===== src/rtl/ex_tracker_pkg.sv =====
// Shared trace types for the ID->EX->WB trace hand-off and the EX tracker state encoding.
package ex_tracker_pkg;

   localparam int unsigned TRACE_ADDR_W = 32;
   localparam int unsigned TRACE_DATA_W = 32;

   typedef struct packed {
      logic [31:0] time_start;
      logic [31:0] time_end;
   } ex_data_t;

   typedef struct packed {
      logic [TRACE_ADDR_W-1:0] pc;
      logic [31:0]             instr;
      logic [TRACE_ADDR_W-1:0] mem_addr;
      logic [TRACE_DATA_W-1:0] mem_data;
      logic                    pass_through;
      ex_data_t                ex_data;
   } trace_output;

   typedef enum logic [2:0] {
      IDLE,
      EXEC_START,
      EXEC_END,
      PASS,
      EMIT
   } ex_state_t;

endpackage


===== src/rtl/ex_tracker_trace_fifo.sv =====
// Synchronous FIFO of trace_output elements; pointers wrap modulo FIFO_DEPTH.
module ex_tracker_trace_fifo
   import ex_tracker_pkg::*;
#(
   parameter int unsigned FIFO_DEPTH = 4
) (
   input  logic                         clk_i,
   input  logic                         rst_ni,
   input  logic                         push_i,
   input  logic                         pop_i,
   input  trace_output                  data_i,
   output trace_output                  data_o,
   output logic                         full_o,
   output logic                         empty_o,
   output logic [$clog2(FIFO_DEPTH):0]  count_o
);

   localparam int unsigned AW = $clog2(FIFO_DEPTH);
   localparam logic [AW:0] FULL_CNT = (AW+1)'(FIFO_DEPTH);
   localparam logic [AW:0] CNT_ONE  = (AW+1)'(1);
   localparam logic [AW-1:0] PTR_ONE = AW'(1);

   trace_output   mem_q [FIFO_DEPTH];
   logic [AW-1:0] wr_ptr_q, rd_ptr_q;
   logic [AW:0]   count_q, count_d;
   logic          do_push, do_pop;

   assign empty_o = (count_q == '0);
   assign full_o  = (count_q == FULL_CNT);
   assign count_o = count_q;
   assign data_o  = mem_q[rd_ptr_q];

   // A pop frees the head slot in the same cycle, so a push at full is accepted alongside it.
   assign do_pop  = pop_i & ~empty_o;
   assign do_push = push_i & (~full_o | do_pop);

   always_comb begin
      count_d = count_q;
      case ({do_push, do_pop})
         2'b10:   count_d = count_q + CNT_ONE;
         2'b01:   count_d = count_q - CNT_ONE;
         default: count_d = count_q;
      endcase
   end

   always_ff @(posedge clk_i or negedge rst_ni) begin
      if (!rst_ni) begin
         wr_ptr_q <= '0;
         rd_ptr_q <= '0;
         count_q  <= '0;
      end else begin
         if (do_push) wr_ptr_q <= wr_ptr_q + PTR_ONE;
         if (do_pop)  rd_ptr_q <= rd_ptr_q + PTR_ONE;
         count_q <= count_d;
      end
   end

   always_ff @(posedge clk_i) begin
      if (do_push) mem_q[wr_ptr_q] <= data_i;
   end

endmodule


===== src/rtl/ex_tracker.sv =====
// EX-stage trace tracker: buffers ID hand-offs, stamps EX start/end times, forwards to WB.
module ex_tracker
   import ex_tracker_pkg::*;
#(
   parameter int unsigned ADDR_WIDTH = 32,
   parameter int unsigned DATA_WIDTH = 32,
   parameter int unsigned FIFO_DEPTH = 4
) (
   input  logic        clk,
   input  logic        rst,
   input  logic [31:0] counter,
   input  logic        id_data_ready,
   input  trace_output id_data_in,
   input  logic        is_executing,
   output trace_output ex_data_o,
   output logic        ex_data_ready,
   output logic        overflow
);

   localparam int unsigned CW = $clog2(FIFO_DEPTH) + 1;

   if (ADDR_WIDTH != TRACE_ADDR_W || DATA_WIDTH != TRACE_DATA_W) begin : g_width_check
      $error("ex_tracker: ADDR_WIDTH/DATA_WIDTH must match the trace_output layout");
   end
   if (FIFO_DEPTH < 2 || (FIFO_DEPTH & (FIFO_DEPTH - 1)) != 0) begin : g_depth_check
      $error("ex_tracker: FIFO_DEPTH must be a power of 2 and at least 2");
   end

   ex_state_t     state_q, state_d;
   trace_output   cur_q, cur_d;
   trace_output   out_q, out_d;
   logic          rdy_q, rdy_d;
   logic          id_ready_q;
   logic          ovf_q;
   logic          id_rise;
   logic          fifo_pop, fifo_full, fifo_empty;
   trace_output   fifo_rdata;
   logic [CW-1:0] fifo_count;

   assign id_rise = id_data_ready & ~id_ready_q;

   ex_tracker_trace_fifo #(
      .FIFO_DEPTH (FIFO_DEPTH)
   ) u_fifo (
      .clk_i   (clk),
      .rst_ni  (rst),
      .push_i  (id_rise),
      .pop_i   (fifo_pop),
      .data_i  (id_data_in),
      .data_o  (fifo_rdata),
      .full_o  (fifo_full),
      .empty_o (fifo_empty),
      .count_o (fifo_count)
   );

   always_comb begin
      state_d  = state_q;
      cur_d    = cur_q;
      out_d    = out_q;
      rdy_d    = rdy_q;
      fifo_pop = 1'b0;
      case (state_q)
         IDLE: begin
            if (!fifo_empty) begin
               fifo_pop = 1'b1;
               cur_d    = fifo_rdata;
               rdy_d    = 1'b0;
               state_d  = fifo_rdata.pass_through ? PASS : EXEC_START;
            end
         end
         EXEC_START: begin
            if (is_executing) begin
               cur_d.ex_data.time_start = counter;
               state_d = EXEC_END;
            end
         end
         EXEC_END: begin
            if (!is_executing) begin
               cur_d.ex_data.time_end = counter;
               state_d = EMIT;
            end
         end
         PASS: begin
            cur_d.ex_data = '0;
            state_d       = EMIT;
         end
         EMIT: begin
            out_d   = cur_q;
            rdy_d   = 1'b1;
            state_d = IDLE;
         end
         default: state_d = IDLE;
      endcase
   end

   always_ff @(posedge clk or negedge rst) begin
      if (!rst) begin
         state_q    <= IDLE;
         cur_q      <= '0;
         out_q      <= '0;
         rdy_q      <= 1'b0;
         id_ready_q <= 1'b0;
         ovf_q      <= 1'b0;
      end else begin
         state_q    <= state_d;
         cur_q      <= cur_d;
         out_q      <= out_d;
         rdy_q      <= rdy_d;
         id_ready_q <= id_data_ready;
         ovf_q      <= ovf_q | (id_rise & fifo_full & ~fifo_pop);
      end
   end

   assign ex_data_o     = out_q;
   assign ex_data_ready = rdy_q;
   assign overflow      = ovf_q;

   a_full_matches_count: assert property (@(posedge clk) disable iff (!rst)
      fifo_full == (fifo_count == CW'(FIFO_DEPTH)));

endmodule


===== config.mk =====
export PLATFORM = sky130hd
export DESIGN_NAME = ex_tracker
export DESIGN_NICKNAME = d
export VERILOG_FILES = /design/src/rtl/ex_tracker_pkg.sv /design/src/rtl/ex_tracker_trace_fifo.sv /design/src/rtl/ex_tracker.sv
export SDC_FILE = /design/constraint.sdc
export NUM_CORES = 1
export LEC_CHECK = 0
export ABC_AREA = 1
export BUFFER_PORTS_ARGS = -buffer_cell sky130_fd_sc_hd__buf_2
export CORE_MARGIN = 2
export CORE_UTILIZATION = 40
export CTS_BUF_LIST = sky130_fd_sc_hd__clkbuf_8 sky130_fd_sc_hd__clkbuf_16
export DETAILED_ROUTE_END_ITERATION = 10
export MAX_ROUTING_LAYER = met4
export SETUP_SLACK_MARGIN = 0.02
export SYNTH_ARGS = -nofsm -noshare
export SYNTH_HDL_FRONTEND = slang
export SYNTH_SLANG_ARGS = --single-unit

===== constraint.sdc =====
create_clock -name clk -period 21.9 [get_ports clk]
set_input_delay 2.19 -clock clk [delete_from_list [all_inputs] [get_ports clk]]
set_output_delay 2.19 -clock clk [all_outputs]
set_load 0.01 [all_outputs]

# Word level (Yosys, flattened, before mapping)

Memories as Yosys holds them, arrays and structs flattened.
Index checks and enable logic that the tools add are counted.

Register bits after elaboration: 399
Latch bits: 0
Memory bits (writable): 772
Memory bits (read-only): 0
Logic and storage cells: 75
Memories: 1

Memory list:

| memory       | depth | width | rd ports | clocked after Yosys merged registers in | write ports | RTL line                    | text |
|---|---|---|---|---|---|---|---|
| u_fifo.mem_q | 4     | 193   | 1        | 0                                       | 1           | ex_tracker_trace_fifo.sv:23 | `trace_output mem_q [FIFO_DEPTH];` |

Add/subtract/negate cells: 4
Multiply operators: 0
Divide/modulo/power cells: 0
$lt $le $gt $ge: 0
Eq/ne operators: 10
Shifts and indexed selects: 0
Multiplexer cells: 17
Bitwise logic cells: 11
Reductions and logical operators: 11

Operator list:

| operator                                                              | count |
|---|---|
| 32-bit case mux with 3 select lines                                   | 2 |
| 32-bit 2-to-1 mux                                                     | 2 |
| 64-bit 2-to-1 mux                                                     | 1 |
| 3-bit case mux with 4 select lines                                    | 1 |
| 3-bit 2-to-1 mux                                                      | 3 |
| 3-bit AND reduction                                                   | 3 |
| 3-bit by 2-bit equality test with 1-bit output, second input constant | 2 |
| 3-bit equality test, second input constant                            | 2 |
| 3-bit zero test                                                       | 2 |
| 2-bit != test, second input constant                                  | 3 |
| 3-bit case mux with 2 select lines                                    | 1 |
| 3-bit nonzero test                                                    | 2 |
| 1-bit AND                                                             | 5 |
| 1-bit 2-to-1 mux                                                      | 5 |
| 2-bit by 1-bit adder with 2-bit output, second input constant         | 2 |
| 1-bit NOT                                                             | 4 |
| 2-bit AND reduction                                                   | 2 |
| 2-bit nonzero test                                                    | 2 |
| 3-bit by 1-bit adder with 3-bit output, second input constant         | 1 |
| 3-bit by 1-bit equality test with 1-bit output, second input constant | 1 |
| 3-bit by 1-bit subtractor with 3-bit output, second input constant    | 1 |
| 2-bit by 1-bit equality test with 1-bit output, second input constant | 1 |
| 2-bit equality test, second input constant                            | 1 |
| 2-bit 2-to-1 mux                                                      | 1 |
| 2 further kinds                                                       | 3 |

# Logic depth before layout (Yosys ltp)

Gate-level depths: netlist of the first run.

Depth in word-level cells: 8
Depth in mapped cells: 11
Depth with buffers taken out: 10

# Cells and area by module

Synthesis of the first run repeated with hierarchy kept, for this count alone.

Cell total of the unflattened synthesis: 3680
Area, all modules: 44632.8 um^2

By module, submodules not included:

| module                | instances | cells each | area each (um^2) |
|---|---|---|---|
| ex_tracker_trace_fifo | 1         | 1921       | 29029.1 |
| ex_tracker            | 1         | 1759       | 15603.7 |

# Worst setup path before layout of the first run

No wires, ideal clock.

Kind: input-to-reg
Start point: in id_data_ready
End point: mem u_fifo.mem_q[0][0] in the netlist's numbering (enable)
Setup time: 0.750 ns
Arrival time: 10.588 ns
Data required time: 21.150 ns
Path slack: 10.561 ns
Cell stages on the path: 4
Buffers on the path: 0
Cells stage by stage: inv_1 nor2_1 nand2_1 nor2_1

Word-level cells in the longest chain between the ends: 4

RTL lines:

| item                                   | RTL line                    | text |
|---|---|---|
| from (decl)                            | ex_tracker.sv:12            | `input logic id_data_ready,` |
| 1-bit AND                              | ex_tracker.sv:40            | `assign id_rise = id_data_ready & ~id_ready_q;` |
| 1-bit AND                              | ex_tracker_trace_fifo.sv:35 | `assign do_push = push_i & (~full_o \| do_pop);` |
| 1-bit 2-to-1 mux                       | ex_tracker_trace_fifo.sv:59 | `if (do_push) mem_q[wr_ptr_q] <= data_i;` |
| 1-bit 2-to-1 mux (implied by the code) | ex_tracker_trace_fifo.sv:59 |  |
| to (decl)                              | ex_tracker_trace_fifo.sv:23 |  |

No other way between the ends.

# Worst setup path after layout of the first run

Start point: in id_data_ready
End point: mem u_fifo.mem_q[2][31] in the netlist's numbering (enable)

The elaborated chain is that of the path after synthesis.

==> results of run 1 <==
-- worst max-delay path, cell delays in order --
cell and delay, ps:
buf_2 110, inv_1 40, nor2_1 340, nand2_1 390, nor2_4 700, buf_4 830, buf_4 840
-- layout by cell type, fill, tap and decap left out, drive strengths merged --
cell,synthesis,final
o21ai,709,709
buf,113,461
nor2,463,463
clkinv,1,36
clkbuf,102,141
xor2,3,3
inv,251,298
o21bai,1,1
o211ai,1,1
o22ai,128,128
bufinv,0,4
diode,0,47
ha,4,4
dfrtp,399,399
a21oi,1,1
nand3,10,10
fa,1,1
clkinvlp,0,3
nand4,5,5
edfxtp,772,772
mux2,64,64
nand2,668,668
-- metrics by stage --
| stage | worst slack, ps | total power [µW] | area, µm² |
|---|---|---|---|
| after global placement | 15890 | 5350 | 48000 |
| after detailed placement | 15880 | 5390 | 48000 |
| after CTS | 16660 | 7390 | 51900 |
| after global routing | 16450 | 7780 | 52000 |
| final | 16690 | 7290 | 52000 |
| after floorplan | 10560 | 4670 | 44700 |
-- routing by layer --
layer / vias to the layer above / track usage (%) / part of all wire, %
li1: 13475 / - / -
met1: 13555 / 25.4 / 44
met2: 737 / 28.7 / 46
met3: 150 / 5.10 / 7.7
met4: 0 / 6.08 / 2.3
met5: - / - / 0
-- cell type report --
cell class	count	area, µm²
fill	10071	58700
tap	1488	1860
sequential	1171	33200
clock buffer	141	3340
clock inverter	89	548
timing repair buffer	461	2410
antenna	47	118
inverter	252	961
multi-input combinational	2058	9590
-- worst paths after layout --
path	depth (start not counted)	slack (ps)	endpoint
min in group asynchronous	1	1500	ex_data_o[1]
worst min register to register	1	460	u_fifo.count_o[0]
worst min-delay path	1	460	u_fifo.count_o[0]
worst max register to register	7	17650	u_fifo.mem_q[2][31]
max in group asynchronous	3	18220	cur_q[66]
worst max-delay path	7	16690	u_fifo.mem_q[2][31]
-- cell families (layout without fill, tap and decap cells) --
group / count (synthesis) / count (layout) / synth area share [%]
buffers and inverters: 467 / 943 / 4.40
adder cells (fa/ha/maj): 5 / 5 / 0.157
multiplexers: 64 / 64 / 1.61
AO/OA/AOI/OAI: 840 / 840 / 9.79
AND/OR/NAND/NOR: 1146 / 1146 / 9.74
other: 0 / 47 / 0
flip-flops: 1171 / 1171 / 74.2
XOR/XNOR: 3 / 3 / 0.0588
-- power breakdown --
part | switching, µW | internal, µW
clock | 844 | 1130
sequential | 224 | 2880
combinational | 1520 | 691
total | 2590 | 4700
-- sequential cells by signal (all words and copies together), names as in the netlist --
register	count
cur_q	193
ex_data_o	193
ex_data_ready	1
id_ready_q	1
overflow	1
state_q	3
u_fifo.count_o	3
u_fifo.mem_q	772
u_fifo.rd_ptr_q	2
u_fifo.wr_ptr_q	2
==> impl_metrics.ini, run 1 <==
[synthesis]
syn-cell-area_um2 = 44700
synth_common_cells = edfxtp_1 (772), nand2_1 (667), o21ai_0 (578)
synthTopCellsByArea = edfxtp_1 (52%), dfrtp_1 (22%), o21ai_0 (6.5%), nand2_1 (5.6%), nor2_1 (3.9%)
synth.most_common_cell = edfxtp_1
syn-num-nets = 3930
synth_top_area_cell = edfxtp_1
synth_edf_count = 772
yosysSeqAreaShare_pct = 74.2
syn_area_per_cell_um2 = 12.1
ys_async_sr_fraction_pct = 34.1
synth_top_area_share_pct = 51.9
ys_ff_latch = 1171
yosys_warnings = 0
ys.flop_type = edfxtp_1
synthDistinctLibCells = 30
postSynthCellCount = 3696

[clock_network]
post-cts-setup-buffers = 0
cts_hold_buf = 0
insertion_delay_ps = 710
htreeDepth = 3
cts_sinks = 1171
cts_tree = done
clockBufferDepth = 3
cts_resized = 0
cts_buffers = 120
clkSlewWorstSetupHoldPaths_ps = 50
cts_root_buffer = clkbuf_16

[place]
dp_hpwl_um = 63700
dp.cells = 5430
port_buffers = 423
gp_congestion = 0.776

[timing]
hold_ws_ps = 463
report.final.slew_viol_count = 0
worstMarginPinSlew_ps = 1160
rsz0062_at_grt = false
fmax_ghz = 0.192
fin_skew_ps = 35.5
tns_ps = 0
hold_viol_final = 0
period_minus_slack_ps = 5210
finalCritPeriodShare_pct = 23.8
slew_headroom_pct = 22.4
setup_viol = 0

[worst_hold_path]
worstHoldStart = u_fifo.count_o[0]
min_path_type = flip-flop to flip-flop

[worst_setup_path]
cp-end-kind = flip-flop
crit_arrival_ps = 5540
worstReg2RegStart = state_q[0]
cp_max_fo = 58
worstPathRequired_ps = 22230
crit_path_start = id_data_ready
crit_type = input pin to flip-flop
start_kind = input pin

[floorplanning]
num_io_pins = 424
core_um2 = 111000
start_util_pct = 40.4
dieHeight_um = 338
dieArea_um2 = 114000
die_width_um = 338
rows = 122

[route]
viasPerCell = 4.89
dr.pass1.iters = 5
wl_um = 108000
via_count = 27917
antenna_left = 0
drt_iter0_markers = 2189
route.detailed.drc = 0
routedWlPerCell_um = 18.9

[layout]
drive_gt1_share_pct = 17.4
layout.cells.non_filler = 5707
syn2layout_area_growth_pct = 16.4
fin_util_pct = 47.0
nNetsFinal = 4298

[grt]
grt_pass1_vias = 27114
overflow = 0
grt_antenna_before_repair = 53
grt_pass1_wl_um = 164000
grt_max_degree = 168
grt_usage_pct = 19.1

[power_and_ir_drop]
power.density_nw_per_um2 = 140
p_leak_uw = 0.0212
peakVddDrop_uv = 82.9

[flow_run]
cap_violations = 0

[outcome]
outcome = finished, final reports clean
(Power assumes the default switching activity.)
==> run 2: changes to the inputs <==
==> constraint.sdc (replaced) <==
create_clock -name clk -period 5.4 [get_ports clk]
set_input_delay 0.54 -clock clk [delete_from_list [all_inputs] [get_ports clk]]
set_output_delay 0.54 -clock clk [all_outputs]
set_load 0.01 [all_outputs]
==> impl_metrics.ini, run 2 (synthesis gave the netlist of run 1 again) <==
[floorplanning]
die_width_um = 338
start_util_pct = 40.4
dieHeight_um = 338
rows = 122
core_um2 = 111000
dieArea_um2 = 114000
num_io_pins = 424

[power_and_ir_drop]
p_int_uw = 19100
pwr-share-clk_pct = 26.8
p_seq_share_pct = 42.3
power.density_nw_per_um2 = 561
peakVddDrop_uv = 508
p_leak_uw = 0.0214
p_sw_uw = 10400
switching_share_pct = 35.3
comb_power_share_pct = 30.9

[worst_hold_path]
worstHoldStart = id_data_in[77]
hold_end = u_fifo.mem_q[3][77]
holdPathStages = 1
min_path_type = input pin to flip-flop

[worst_setup_path]
path_delay_family = buffers and inverters
crit_buf_inv = 2
ff2ff_setup_slack_ps = 2200
reg2reg_to = cur_q[85]
crit_arrival_ps = 3750
cp-end-kind = flip-flop
cp_max_fo = 176
worstPathRequired_ps = 5960
slowest_stage = dfrtp_4
crit_type = flip-flop to flip-flop
reg2regPathDepth = 6
worstReg2RegStart = u_fifo.rd_ptr_q[0]
slowest_delay_ps = 930
start_kind = flip-flop
worstPathCellList = clkinv_8 > buf_4 > o21ai_0 > o22ai_1 > nand2_1 > o21ai_1

[layout]
final_common_cell = edfxtp_1
drive_gt1_share_pct = 17.2
largest_reg_flops = 772
top_register = u_fifo.mem_q
syn2layout_area_growth_pct = 17.9
layout_common_cells = edfxtp_1 (772), nand2_1 (667), o21ai_0 (578)
fin_area_um2 = 52700
nNetsFinal = 4352

[clock_network]
cts_resized = 0
post-cts-setup-buffers = 0
cts_root_buffer = clkbuf_16
cts_hold_buf = 56
clkSlewWorstSetupHoldPaths_ps = 60
cts_buffers = 117
clockBufferDepth = 3
cts_sinks = 1171
htreeDepth = 3
cts_tree = done
insertion_delay_ps = 700

[timing]
fin_skew_ps = 32.7
period_minus_slack_ps = 3200
fmax_ghz = 0.313
setup_viol = 0
rsz0062_at_grt = false
finalCritPeriodShare_pct = 59.2
tns_ps = 0
worstMarginPinSlew_ps = 1140
hold_viol_final = 0
report.final.slew_viol_count = 0
slew_headroom_pct = 24.0

[grt]
grt_max_degree = 206
grt_antenna_before_repair = 36
grt_usage_pct = 19.0
grt_pass1_wl_um = 163000
overflow = 0
grt_pass1_vias = 27338

[place]
placed_area_um2 = 48200
gp_congestion = 0.765
dp_hpwl_um = 61300
port_buffers = 423

[route]
routedWlPerCell_um = 18.6
antenna_left = 0
via_count = 27969
drt_iter0_markers = 1929
viasPerCell = 4.87
dr.pass1.iters = 6
wl_um = 107000
route.detailed.drc = 0

[flow_run]
cap_violations = 0

[outcome]
outcome = finished, final reports clean
-- run 2: how the worst max path moves through the flow --
stage / slack [ps] / cells after the start / to / from
after floorplan: -1100 / 5 / u_fifo.mem_q[0][0] / state_q[0]
after global placement: 2200 / 6 / u_fifo.mem_q[0][49] / state_q[0]
after detailed placement: 2240 / 6 / u_fifo.mem_q[0][16] / state_q[0]
after CTS: 2210 / 6 / u_fifo.mem_q[0][14] / state_q[0]
after global routing: 1940 / 6 / cur_q[85] / u_fifo.rd_ptr_q[0]
final: 2200 / 6 / cur_q[85] / u_fifo.rd_ptr_q[0]
-- run 2: metrics by stage --
stage | power, µW | setup slack [ps] | hold slack (ps) | std cells | utilization (%)
after floorplan | 18800 | -1100 | 244 | 3696 | -
after global placement | 21800 | 2200 | 450 | 5431 | 43.6
after detailed placement | 21900 | 2240 | 458 | 5431 | 43.6
after CTS | 30000 | 2210 | 0.0175 | 5708 | 47.5
after global routing | 31600 | 1940 | 16.9 | 5737 | 47.6
final | 29600 | 2200 | 59.1 | 5740 | 47.6
-- run 2: layout make-up --
type,count,area [µm²]
inverters,252,961
diodes,32,80.1
multi-input cells,2058,9590
repair buffers,518,3170
well taps,1488,1860
clock inverters,80,589
clock buffers,141,3260
fillers,9881,58000
flip-flops and latches,1171,33200
-- run 2: power groups by stage --
stage | registers, µW | clock network [µW] | logic, µW
detailed placement | 12700 | 0 | 9240
floorplan | 12800 | 0 | 6050
CTS | 12500 | 8120 | 9330
global route | 12700 | 8490 | 10400
global placement | 12600 | 0 | 9110
finish | 12500 | 7920 | 9140
-- run 2: metal layers --
| layer | part of all wire [%] | track usage (%) | routed length [µm] | up-vias |
|---|---|---|---|---|
| met5 | 0 | - | 0 | - |
| met4 | 2.1 | 5.27 | 2200 | 0 |
| met3 | 6.4 | 4.23 | 6850 | 167 |
| met2 | 48 | 30.1 | 50900 | 711 |
| met1 | 44 | 24.6 | 47000 | 13556 |
| li1 | - | - | - | 13535 |
